## src/rtl/magia_tile_boot_ctrl_pkg.sv

```systemverilog
// Shared boot-control definitions: FSM state encoding, register word indices and CTRL/STATUS
// bit positions, kept in step with the runtime headers.
package magia_pkg;

    typedef enum logic [1:0] {
        BOOT_IDLE   = 2'd0,
        BOOT_SETTLE = 2'd1,
        BOOT_RUN    = 2'd2,
        BOOT_DRAIN  = 2'd3
    } boot_state_e;

    localparam logic [2:0] BOOT_CTRL_IDX   = 3'd0;
    localparam logic [2:0] BOOT_ADDR_IDX   = 3'd1;
    localparam logic [2:0] BOOT_STATUS_IDX = 3'd2;
    localparam logic [2:0] BOOT_WAKE_IDX   = 3'd3;

    localparam int unsigned CTRL_START_BIT = 0;
    localparam int unsigned CTRL_STOP_BIT  = 1;
    localparam int unsigned STATUS_TO_BIT  = 3;

endpackage

```

## src/rtl/magia_tile_boot_ctrl_if.sv

```systemverilog
// Host register bus for the tile boot controller: request/grant with a one-cycle response.
interface magia_tile_boot_ctrl_if;

    logic        cfg_req;
    logic        cfg_we;
    logic [4:0]  cfg_addr;
    logic [31:0] cfg_wdata;
    logic        cfg_gnt;
    logic        cfg_rvalid;
    logic [31:0] cfg_rdata;

    modport master (
        output cfg_req, cfg_we, cfg_addr, cfg_wdata,
        input  cfg_gnt, cfg_rvalid, cfg_rdata
    );

    modport slave (
        input  cfg_req, cfg_we, cfg_addr, cfg_wdata,
        output cfg_gnt, cfg_rvalid, cfg_rdata
    );

endinterface

```

## src/rtl/magia_tile_boot_ctrl.sv

```systemverilog
// Per-tile boot controller: sequences enable/settle/fetch, orderly drain-to-sleep stop,
// and turns queued host wake requests into single-cycle wu_wfe pulses.
module magia_tile_boot_ctrl
    import magia_pkg::*;
#(
    parameter int unsigned ENABLE_DLY    = 4,
    parameter int unsigned WAKE_CNT_W    = 4,
    parameter int unsigned DRAIN_TO_W    = 16,
    parameter logic [31:0] BOOT_ADDR_RST = 32'h0000_1000
) (
    input  logic                          clk_i,
    input  logic                          rst_i,
    magia_tile_boot_ctrl_if.slave         cfg,
    output logic                          tile_enable_o,
    output logic                          fetch_enable_o,
    output logic [31:0]                   boot_addr_o,
    output logic                          wu_wfe_o,
    input  logic                          core_sleep_i
);

    localparam int unsigned           DLY_W    = (ENABLE_DLY > 1) ? $clog2(ENABLE_DLY) : 1;
    localparam logic [DLY_W-1:0]      DLY_LOAD = DLY_W'(ENABLE_DLY - 1);
    localparam logic [WAKE_CNT_W-1:0] WAKE_MAX = '1;
    localparam logic [DRAIN_TO_W-1:0] TO_MAX   = '1;

    boot_state_e             r_state;
    boot_state_e             w_state_nxt;
    logic [DLY_W-1:0]        r_dly;
    logic [DRAIN_TO_W-1:0]   r_to_cnt;
    logic [WAKE_CNT_W-1:0]   r_pending;
    logic                    r_drain_to;
    logic                    r_tile_en;
    logic                    r_fetch_en;
    logic                    r_wu_wfe;
    logic [31:0]             r_boot_addr;
    logic                    r_rvalid;
    logic [31:0]             r_rdata;

    logic [2:0]              w_idx;
    logic                    w_wr;
    logic                    w_rd;
    logic                    w_start;
    logic                    w_stop;
    logic                    w_wake_wr;
    logic                    w_boot_wr;
    logic                    w_to_clr;
    logic                    w_to_hit;
    logic                    w_deliver;
    logic                    w_enter_idle;
    logic [31:0]             w_status;
    logic [31:0]             w_rdata;
    logic                    w_unused;

    assign w_idx     = cfg.cfg_addr[4:2];
    assign w_wr      = cfg.cfg_req &  cfg.cfg_we;
    assign w_rd      = cfg.cfg_req & ~cfg.cfg_we;
    assign w_unused  = ^cfg.cfg_addr[1:0];

    // STOP dominates START when both are written together
    assign w_stop    = w_wr && (w_idx == BOOT_CTRL_IDX) && cfg.cfg_wdata[CTRL_STOP_BIT];
    assign w_start   = w_wr && (w_idx == BOOT_CTRL_IDX) && cfg.cfg_wdata[CTRL_START_BIT]
                       && !cfg.cfg_wdata[CTRL_STOP_BIT];
    assign w_wake_wr = w_wr && (w_idx == BOOT_WAKE_IDX);
    assign w_boot_wr = w_wr && (w_idx == BOOT_ADDR_IDX) && (r_state == BOOT_IDLE);
    assign w_to_clr  = w_wr && (w_idx == BOOT_STATUS_IDX) && cfg.cfg_wdata[STATUS_TO_BIT];

    assign w_to_hit     = (r_state == BOOT_DRAIN) && !core_sleep_i && (r_to_cnt == TO_MAX);
    assign w_deliver    = ((r_state == BOOT_RUN) || (r_state == BOOT_DRAIN)) && core_sleep_i
                          && (r_pending != '0) && !r_wu_wfe;
    assign w_enter_idle = (w_state_nxt == BOOT_IDLE) && (r_state != BOOT_IDLE);

    always_comb begin
        w_state_nxt = r_state;
        unique case (r_state)
            BOOT_IDLE:   if (w_start) w_state_nxt = BOOT_SETTLE;
            BOOT_SETTLE: begin
                if (w_stop)              w_state_nxt = BOOT_IDLE;
                else if (r_dly == '0)    w_state_nxt = BOOT_RUN;
            end
            BOOT_RUN:    if (w_stop) w_state_nxt = BOOT_DRAIN;
            BOOT_DRAIN:  if (core_sleep_i || (r_to_cnt == TO_MAX)) w_state_nxt = BOOT_IDLE;
            default:     w_state_nxt = BOOT_IDLE;
        endcase
    end

    always_ff @(posedge clk_i) begin
        if (rst_i) r_state <= BOOT_IDLE;
        else       r_state <= w_state_nxt;
    end

    assign w_status = {16'h0, 8'(r_pending), 4'h0, r_drain_to, core_sleep_i, r_state};

    always_comb begin
        w_rdata = '0;
        unique case (w_idx)
            BOOT_ADDR_IDX:   w_rdata = r_boot_addr;
            BOOT_STATUS_IDX: w_rdata = w_status;
            BOOT_WAKE_IDX:   w_rdata = 32'(r_pending);
            default:         w_rdata = '0;
        endcase
    end

    always_ff @(posedge clk_i) begin
        if (rst_i) begin
            r_dly       <= DLY_LOAD;
            r_to_cnt    <= '0;
            r_pending   <= '0;
            r_drain_to  <= 1'b0;
            r_tile_en   <= 1'b0;
            r_fetch_en  <= 1'b0;
            r_wu_wfe    <= 1'b0;
            r_boot_addr <= BOOT_ADDR_RST;
            r_rvalid    <= 1'b0;
            r_rdata     <= '0;
        end else begin
            // Counter reloads while idle so SETTLE always starts from ENABLE_DLY-1
            if (r_state == BOOT_IDLE)                        r_dly <= DLY_LOAD;
            else if ((r_state == BOOT_SETTLE) && (r_dly != '0)) r_dly <= r_dly - 1'b1;

            if (r_state != BOOT_DRAIN)    r_to_cnt <= '0;
            else if (r_to_cnt != TO_MAX)  r_to_cnt <= r_to_cnt + 1'b1;

            r_tile_en  <= (w_state_nxt != BOOT_IDLE);
            r_fetch_en <= (w_state_nxt == BOOT_RUN);
            r_wu_wfe   <= w_deliver;

            if (w_enter_idle)                                   r_pending <= '0;
            else if (w_wake_wr && !w_deliver && (r_pending != WAKE_MAX)) r_pending <= r_pending + 1'b1;
            else if (w_deliver && !w_wake_wr)                   r_pending <= r_pending - 1'b1;

            if (w_to_hit)      r_drain_to <= 1'b1;
            else if (w_to_clr) r_drain_to <= 1'b0;

            if (w_boot_wr) r_boot_addr <= cfg.cfg_wdata;

            r_rvalid <= cfg.cfg_req;
            r_rdata  <= w_rd ? w_rdata : '0;
        end
    end

    assign cfg.cfg_gnt    = cfg.cfg_req;
    assign cfg.cfg_rvalid = r_rvalid;
    assign cfg.cfg_rdata  = r_rdata;
    assign tile_enable_o  = r_tile_en;
    assign fetch_enable_o = r_fetch_en;
    assign boot_addr_o    = r_boot_addr;
    assign wu_wfe_o       = r_wu_wfe;

endmodule

```

## src/flat_wrapper.sv

```systemverilog
// flat-port wrapper written by rule: the top's interface ports become plain ports
module magia_tile_boot_ctrl_flat import magia_pkg::*;
#(
    parameter int unsigned ENABLE_DLY    = 4,
    parameter int unsigned WAKE_CNT_W    = 4,
    parameter int unsigned DRAIN_TO_W    = 16,
    parameter logic [31:0] BOOT_ADDR_RST = 32'h0000_1000
)
  (clk_i, rst_i, tile_enable_o, fetch_enable_o, boot_addr_o, wu_wfe_o, core_sleep_i, cfg_cfg_req, cfg_cfg_we, cfg_cfg_addr, cfg_cfg_wdata, cfg_cfg_gnt, cfg_cfg_rvalid, cfg_cfg_rdata);
  magia_tile_boot_ctrl_if cfg_i ();
  input  logic clk_i;
  input  logic rst_i;
  output logic tile_enable_o;
  output logic fetch_enable_o;
  output logic [31:0] boot_addr_o;
  output logic wu_wfe_o;
  input  logic core_sleep_i;
  input wire logic [$bits(cfg_i.cfg_req)-1:0] cfg_cfg_req;
  input wire logic [$bits(cfg_i.cfg_we)-1:0] cfg_cfg_we;
  input wire logic [$bits(cfg_i.cfg_addr)-1:0] cfg_cfg_addr;
  input wire logic [$bits(cfg_i.cfg_wdata)-1:0] cfg_cfg_wdata;
  output wire logic [$bits(cfg_i.cfg_gnt)-1:0] cfg_cfg_gnt;
  output wire logic [$bits(cfg_i.cfg_rvalid)-1:0] cfg_cfg_rvalid;
  output wire logic [$bits(cfg_i.cfg_rdata)-1:0] cfg_cfg_rdata;
  assign cfg_i.cfg_req = cfg_cfg_req;
  assign cfg_i.cfg_we = cfg_cfg_we;
  assign cfg_i.cfg_addr = cfg_cfg_addr;
  assign cfg_i.cfg_wdata = cfg_cfg_wdata;
  assign cfg_cfg_gnt = cfg_i.cfg_gnt;
  assign cfg_cfg_rvalid = cfg_i.cfg_rvalid;
  assign cfg_cfg_rdata = cfg_i.cfg_rdata;
  magia_tile_boot_ctrl #(.ENABLE_DLY(ENABLE_DLY), .WAKE_CNT_W(WAKE_CNT_W), .DRAIN_TO_W(DRAIN_TO_W), .BOOT_ADDR_RST(BOOT_ADDR_RST)) u_core (.clk_i(clk_i), .rst_i(rst_i), .cfg(cfg_i), .tile_enable_o(tile_enable_o), .fetch_enable_o(fetch_enable_o), .boot_addr_o(boot_addr_o), .wu_wfe_o(wu_wfe_o), .core_sleep_i(core_sleep_i));
endmodule
```

## config.mk

```make
export PLATFORM = sky130hd
export DESIGN_NAME = magia_tile_boot_ctrl_flat
export DESIGN_NICKNAME = d
export VERILOG_FILES = /design/src/rtl/magia_tile_boot_ctrl_pkg.sv /design/src/rtl/magia_tile_boot_ctrl_if.sv /design/src/rtl/magia_tile_boot_ctrl.sv /design/src/flat_wrapper.sv
export SDC_FILE = /design/constraint.sdc
export NUM_CORES = 1
export LEC_CHECK = 0
export ABC_AREA = 1
export BUFFER_PORTS_ARGS = -buffer_cell sky130_fd_sc_hd__buf_4
export CORE_AREA = 2 2 71 124
export DETAILED_ROUTE_END_ITERATION = 12
export DIE_AREA = 0 0 73 126
export MAX_ROUTING_LAYER = met4
export PLACE_DENSITY = 0.74
export SLEW_MARGIN = 5
export SYNTH_ARGS = -nofsm -noshare
export SYNTH_HDL_FRONTEND = slang
export SYNTH_SLANG_ARGS = --single-unit
```

## constraint.sdc

```tcl
create_clock -name clk_i -period 1.8 [get_ports clk_i]
set_input_delay 0.09 -clock clk_i [delete_from_list [all_inputs] [get_ports clk_i]]
set_output_delay 0.09 -clock clk_i [all_outputs]
set_load 0.03 [all_outputs]
```

Word level (Yosys, flattened, before mapping)
Index checks and enable logic that the tools add are counted.

Add/sub/neg operators: 4. Equal/unequal tests: 11. Mux-type cells: 11. Bitwise operators: 4. Reduce and logical (&&, ||, !) cells: 40.

Operator list (count): case mux 32 bit (3 select lines) (1); logical AND 1 bit (19); adder 16 x 1 -> 16 bit (second input constant) (1); equality test 16 bit (second input constant) (1); != test 16 bit (second input constant) (1); 2-to-1 mux 2 bit (5); nonzero test 2 bit (5); 2-to-1 mux 4 bit (2); case mux 2 bit (4 select lines) (1); OR reduction 2 bit (4); equality test 2 bit (second input constant) (3); equality test 3 x 2 -> 1 bit (second input constant) (2); logical NOT 2 bit (3); logical NOT 1 bit (5); adder 4 x 1 -> 4 bit (second input constant) (1); != test 4 bit (second input constant) (1); nonzero test 4 bit (1); subtractor 4 x 1 -> 4 bit (second input constant) (1); equality test 3 x 1 -> 1 bit (second input constant) (1); logical NOT 3 bit (1); bitwise AND 1 bit (2); equality test 2 x 1 -> 1 bit (second input constant) (1); logical OR 1 bit (2); 2-to-1 mux 1 bit (2); other kinds (3) (4).

Bits in registers: 93. Input port bits: 42. Output and inout bits: 69. Logic and storage cells: 81.

Longest topological paths before layout
Word-level depth: 9. Gate-level depth with buffers: 15. Gate-level depth less buffers: 15.

Worst setup path before layout
OpenSTA, ideal clock, no wires.

Path type: reg-to-reg. Start point: register u_core.r_wu_wfe, in the netlist u_core.wu_wfe_o. End point: register u_core.r_pending[3]. Setup time: 0.109 ns. Arrival time: 1.738 ns. Data required time: 1.691 ns. Path slack: -0.047 ns. Stages on the path, launching flop included: 15. Buffers on the path: 0. Period minus slack after synthesis: 1.847 ns. Path through: dfxtp_1 -> nor2_1 -> nand2_1 -> nand3_2 -> ha_1 -> nand2_1 -> nand2_1 -> nor2_1 -> inv_1 -> nand2_1 -> nand2_1 -> nand2_1 -> nand2_1 -> nand2_1 -> inv_1.

Longest elaborated chain between the ends: 6. Elaborated cells between the ends (all ways): 8. Those cells by class: 1 x mux; 7 x reduce/logical.

RTL lines: from (decl) (RTL line magia_tile_boot_ctrl.sv:34) `logic r_wu_wfe;`; from (signal assigned) (RTL line magia_tile_boot_ctrl.sv:125) `r_wu_wfe <= w_deliver;`; logical NOT 1 bit (*) (RTL line magia_tile_boot_ctrl.sv:69) `&& (r_pending != '0) && !r_wu_wfe;`; logical AND 1 bit (*) (RTL line magia_tile_boot_ctrl.sv:69); logical NOT 1 bit (RTL line magia_tile_boot_ctrl.sv:128) `else if (w_wake_wr && !w_deliver && (r_pending != WAKE_MAX)) r_pending <= r_pending + 1'b1;`; logical AND 1 bit (2 in series) (RTL line magia_tile_boot_ctrl.sv:128); 2-to-1 mux 4 bit or nonzero test 2 bit (tied branches); to (signal assigned) (RTL line magia_tile_boot_ctrl.sv:128); to (signal assigned) (RTL line magia_tile_boot_ctrl.sv:129) `else if (w_deliver && !w_wake_wr) r_pending <= r_pending - 1'b1;`; to (decl) (RTL line magia_tile_boot_ctrl.sv:30) `logic [WAKE_CNT_W-1:0] r_pending;`.

Mark *: on every way between the ends. The rest lies on a longest branch, timed or not. A chain may end at the register's enable or synchronous reset.

Worst setup path in the final report
Start point: register u_core.r_pending[1]. End point: register u_core.r_pending[3].

Longest elaborated chain between the ends: 7. Elaborated cells between the ends (all ways): 13. Those cells by class: 2 x add/sub; 1 x eq/ne; 2 x mux; 8 x reduce/logical.

RTL lines: branches (longest 7 deep; another with subtractor 4 x 1 -> 4 bit).

Several ways; the timed one is not identified. The select of a mux whose other input is x is not followed.

==> metrics.md <==
| Metric | Value |
|---|---|
| Status | completed |
| Hold Path Class | in -> reg |
| Tcrit/Tclk final | 0.942 |
| Synth cell count leaders | dfxtp_1, inv_1, nand2_1 |
| Final core occ | 0.612 |
| Top-count cell post-synth | dfxtp_1 |
| Worst slew pin tran | about 500 ps |
| CTS tree | done |
| Vias/cell | around 4.9 |
| Layout Area Growth over Synthesis | 36.7% |
| Net Sw Frac | 0.219 |
| Fin crit period | ~1700 ps |
| RSZ-0062 raised after global routing | true |
| Cts bufs inserted | 9 |
| Worst-path clk slew | roughly 60 ps |
| Worst hold stages | 3 |
| PD cells | approximately 850 nW/um^2 |
| Final Hold Fails | 0 |
| Reg2Reg Depth | 15 |
| Initial DRC Count | about 140 |
| Root buffer selected by CTS | clkbuf_16 |
| Half-perimeter wire length after placement | 6690 um |
| Rows | 44 |
| Vias in the first global route | 3298 |
| Number of fill cells in the layout | between 700 and 800 |
| Register bit total from synthesis | 93 |
| Post-Syn Nets | 514 |
| Port bufs | about 110 |
| Clock Skew | just over 5 ps |
| Routed via count | between 3000 and 4000 |
| Gr usage total | 0.207 |
| Power share of the sequential group | 0.491 |
| Top FF cell, synth | dfxtp_1 |
| R2r endpoint | u_core.r_pending[3] |
| Final wirelength | between 8000 and 9000 um |
| DRC viols | 0 |
| Required @ worst endpoint | 2030 ps |
| Max-slew headroom | 0.668 |
| Area of the die | approximately 9200 um^2 |
| R2R setup slack | 100 ps |
| Critical Path Start Type | flop |
| Unique masters post-synth | 32 |
| Core Area | between 8000 and 9000 um^2 |
| CP Capture Type | flop |
| Hold Crit Start | cfg_cfg_req |
| Worst VDD drop | between 0.4 and 0.5 mV |
| Hold endpoint | u_core.cfg.cfg_rvalid |
| Die X | 73 um |
| Reg2reg start | u_core.r_pending[1] |
| Ports | between 100 and 150 |
| Post-synth EDFFs | 0 |
| Hold Buf Count CTS | 0 |
| Initial core utilization | 0.448 |
| Post-Syn Instances | around 470 |
| Final #Nets | ~640 |
| Power Internal | around 3.3 mW |
| Max cap viols | 0 |
| Slew Limit Fails | 0 |
| Final ANT Viol Nets | 0 |
| GRT Residual Overflow | 0 |
| Sequential share of the synthesized area | 0.506 |
| Mapped Avg Cell Area | 7.87 um^2 |
| Combinational share of power | 0.072 |
| Syn Std Cell Area | about 3700 um^2 |
| Top cell type's share of synthesized area | 0.506 |
| First-pass GRT wire length | about 15000 um |
| Overall Power | 4.27 mW |
| CTS Buffer Depth | 2 |
| LEAKAGE | between 2 and 2.5 nW |
| Initial antenna violation count | 0 |
| Die Y | between 100 and 150 um |
| N_diodes | 0 |
| Pre-Repair DR Iteration Count | 4 |
| Crit path kind | reg -> reg |
| H-tree lvl count | 3 |
| Clk sink count | 93 |
| Routed wire length per instance | between 10 and 15 um |
| Sw power | between 0.9 and 1 mW |
| Post-route setup TNS | 0 ps |
| Placer Congestion | around 0.90 |
| Clock power frac | 0.437 |
| Peak Freq | slightly below 0.6 GHz |
| Pin count of the biggest net entering global routing | 34 |
| Worst skew pair latency | 330 ps |
| Share of cells above drive strength 1 | 0.288 |
| Post-synth ARST share | 0 |
| Ys Warns | 0 |
| Synth area leader | dfxtp_1 |
| Area contributors post-synth | dfxtp_1, inv_1, nand2_1 |
| Final setup vio count | 0 |
| Critical Path Fanout Max | 3 |
| Arrival time at the worst endpoint | approximately 1900 ps |
| Hold WS | between 15 and 20 ps |
[cells in the final DEF, fill, tap and decap left out, types with 5 or more instances in the layout]
cell       count
a21oi_1       44
buf_4        125
clkbuf_16      9
dfxtp_1       91
inv_1         74
nand2_1       69
nand2_2        5
nand3_1       19
nand3_2        5
nand4_1        7
nor2_1        31
nor2_2         6
nor3_1        28
o21ai_0       31
o21ai_1        8
xor2_1         6
[routing by layer]
| layer | routed length (um) | GRT usage | up-vias | part of all wire |
|---|---|---|---|---|
| li1 | - | - | 1743 | - |
| met1 | 3580 | 0.227 | 1520 | 0.40 |
| met2 | 4730 | 0.362 | 91 | 0.54 |
| met3 | 377 | 0.0376 | 12 | 0.043 |
| met4 | 146 | 0.0741 | 0 | 0.017 |
| met5 | 0 | - | - | 0 |
[metrics by stage]
step                setup slack, ps  std cells  instance area (um^2)
floorplan                      19.7        467                  3680
global placement               84.7        668                  4660
detailed placement             48.5        668                  4660
CTS                            34.6        684                  4970
global route                  -74.1        686                  5020
finish                          104        686                  5020
[power groups by stage]
| stage | combinational (mW) | clock (mW) | sequential [mW] |
|---|---|---|---|
| floorplan | 0.110 | 0 | 2.18 |
| global placement | 0.295 | 0 | 2.14 |
| detailed placement | 0.297 | 0 | 2.14 |
| CTS | 0.300 | 1.90 | 2.09 |
| global route | 0.337 | 1.99 | 2.09 |
| finish | 0.307 | 1.87 | 2.09 |
[state kept, by name, summed over array words and instances, names as in the netlist]
name                   count
u_core.boot_addr_o        32
u_core.cfg.cfg_rdata      32
u_core.r_to_cnt           16
u_core.r_pending           4
u_core.r_dly               2
u_core.r_state             2
u_core.cfg.cfg_rvalid      1
u_core.fetch_enable_o      1
u_core.r_drain_to          1
u_core.tile_enable_o       1
u_core.wu_wfe_o            1
[logic make-up (layout without fill, tap and decap cells)]
family / count (synthesis) / after routing / share of synthesized area
AND/OR/NAND/NOR: 176 / 176 / 0.223
buffers and inverters: 94 / 221 / 0.101
flip-flops: 93 / 93 / 0.506
AO/OA/AOI/OAI: 90 / 90 / 0.129
XOR/XNOR: 9 / 9 / 0.0214
adder cells (fa/ha/maj): 5 / 5 / 0.0191
[final cells by class]
type                            count  area [um^2]  share of cell area
Sequential cell                    93         1860               0.371
Multi-Input combinational cell    280         1480               0.295
Timing Repair Buffer              127          970               0.193
Inverter                           78          293              0.0583
Clock buffer                       11          243              0.0483
Tap cell                           92          115              0.0229
Clock inverter                      5         58.8              0.0117
[what timing repair did]
item	4_1_cts	5_1_grt
endpoints found under the hold margin	0	0
resized for setup	0	10
endpoints found under the setup margin	0	11
setup buffers	0	2
[worst max-delay path by stage]
stage / from / slack (ps) / cells past startpoint / endpoint
final: u_core.r_pending[1] / 100 / 15 / u_core.r_pending[3]
after global routing: u_core.r_pending[1] / -70 / 15 / u_core.r_pending[3]
after CTS: u_core.r_pending[1] / 30 / 15 / u_core.r_pending[3]
after detailed placement: u_core.r_pending[1] / 50 / 15 / u_core.r_pending[3]
after global placement: u_core.r_pending[0] / 80 / 15 / u_core.r_pending[3]
after floorplan: u_core.r_pending[0] / 20 / 15 / u_core.r_pending[3]
[critical path, stage by stage, from the launching register on]
cell and delay (ps):
dfxtp_2 330, nor2_2 120, nand3_2 100, nand2_2 100, nand3_4 90, ha_1 280, nand2_1 60, nor2_1 50
nor2_2 100, inv_1 50, nand2_1 90, nand2_1 60, nand2_1 50, nand2_1 40, nand2_1 60, inv_1 30
(Power assumes the default switching activity.)
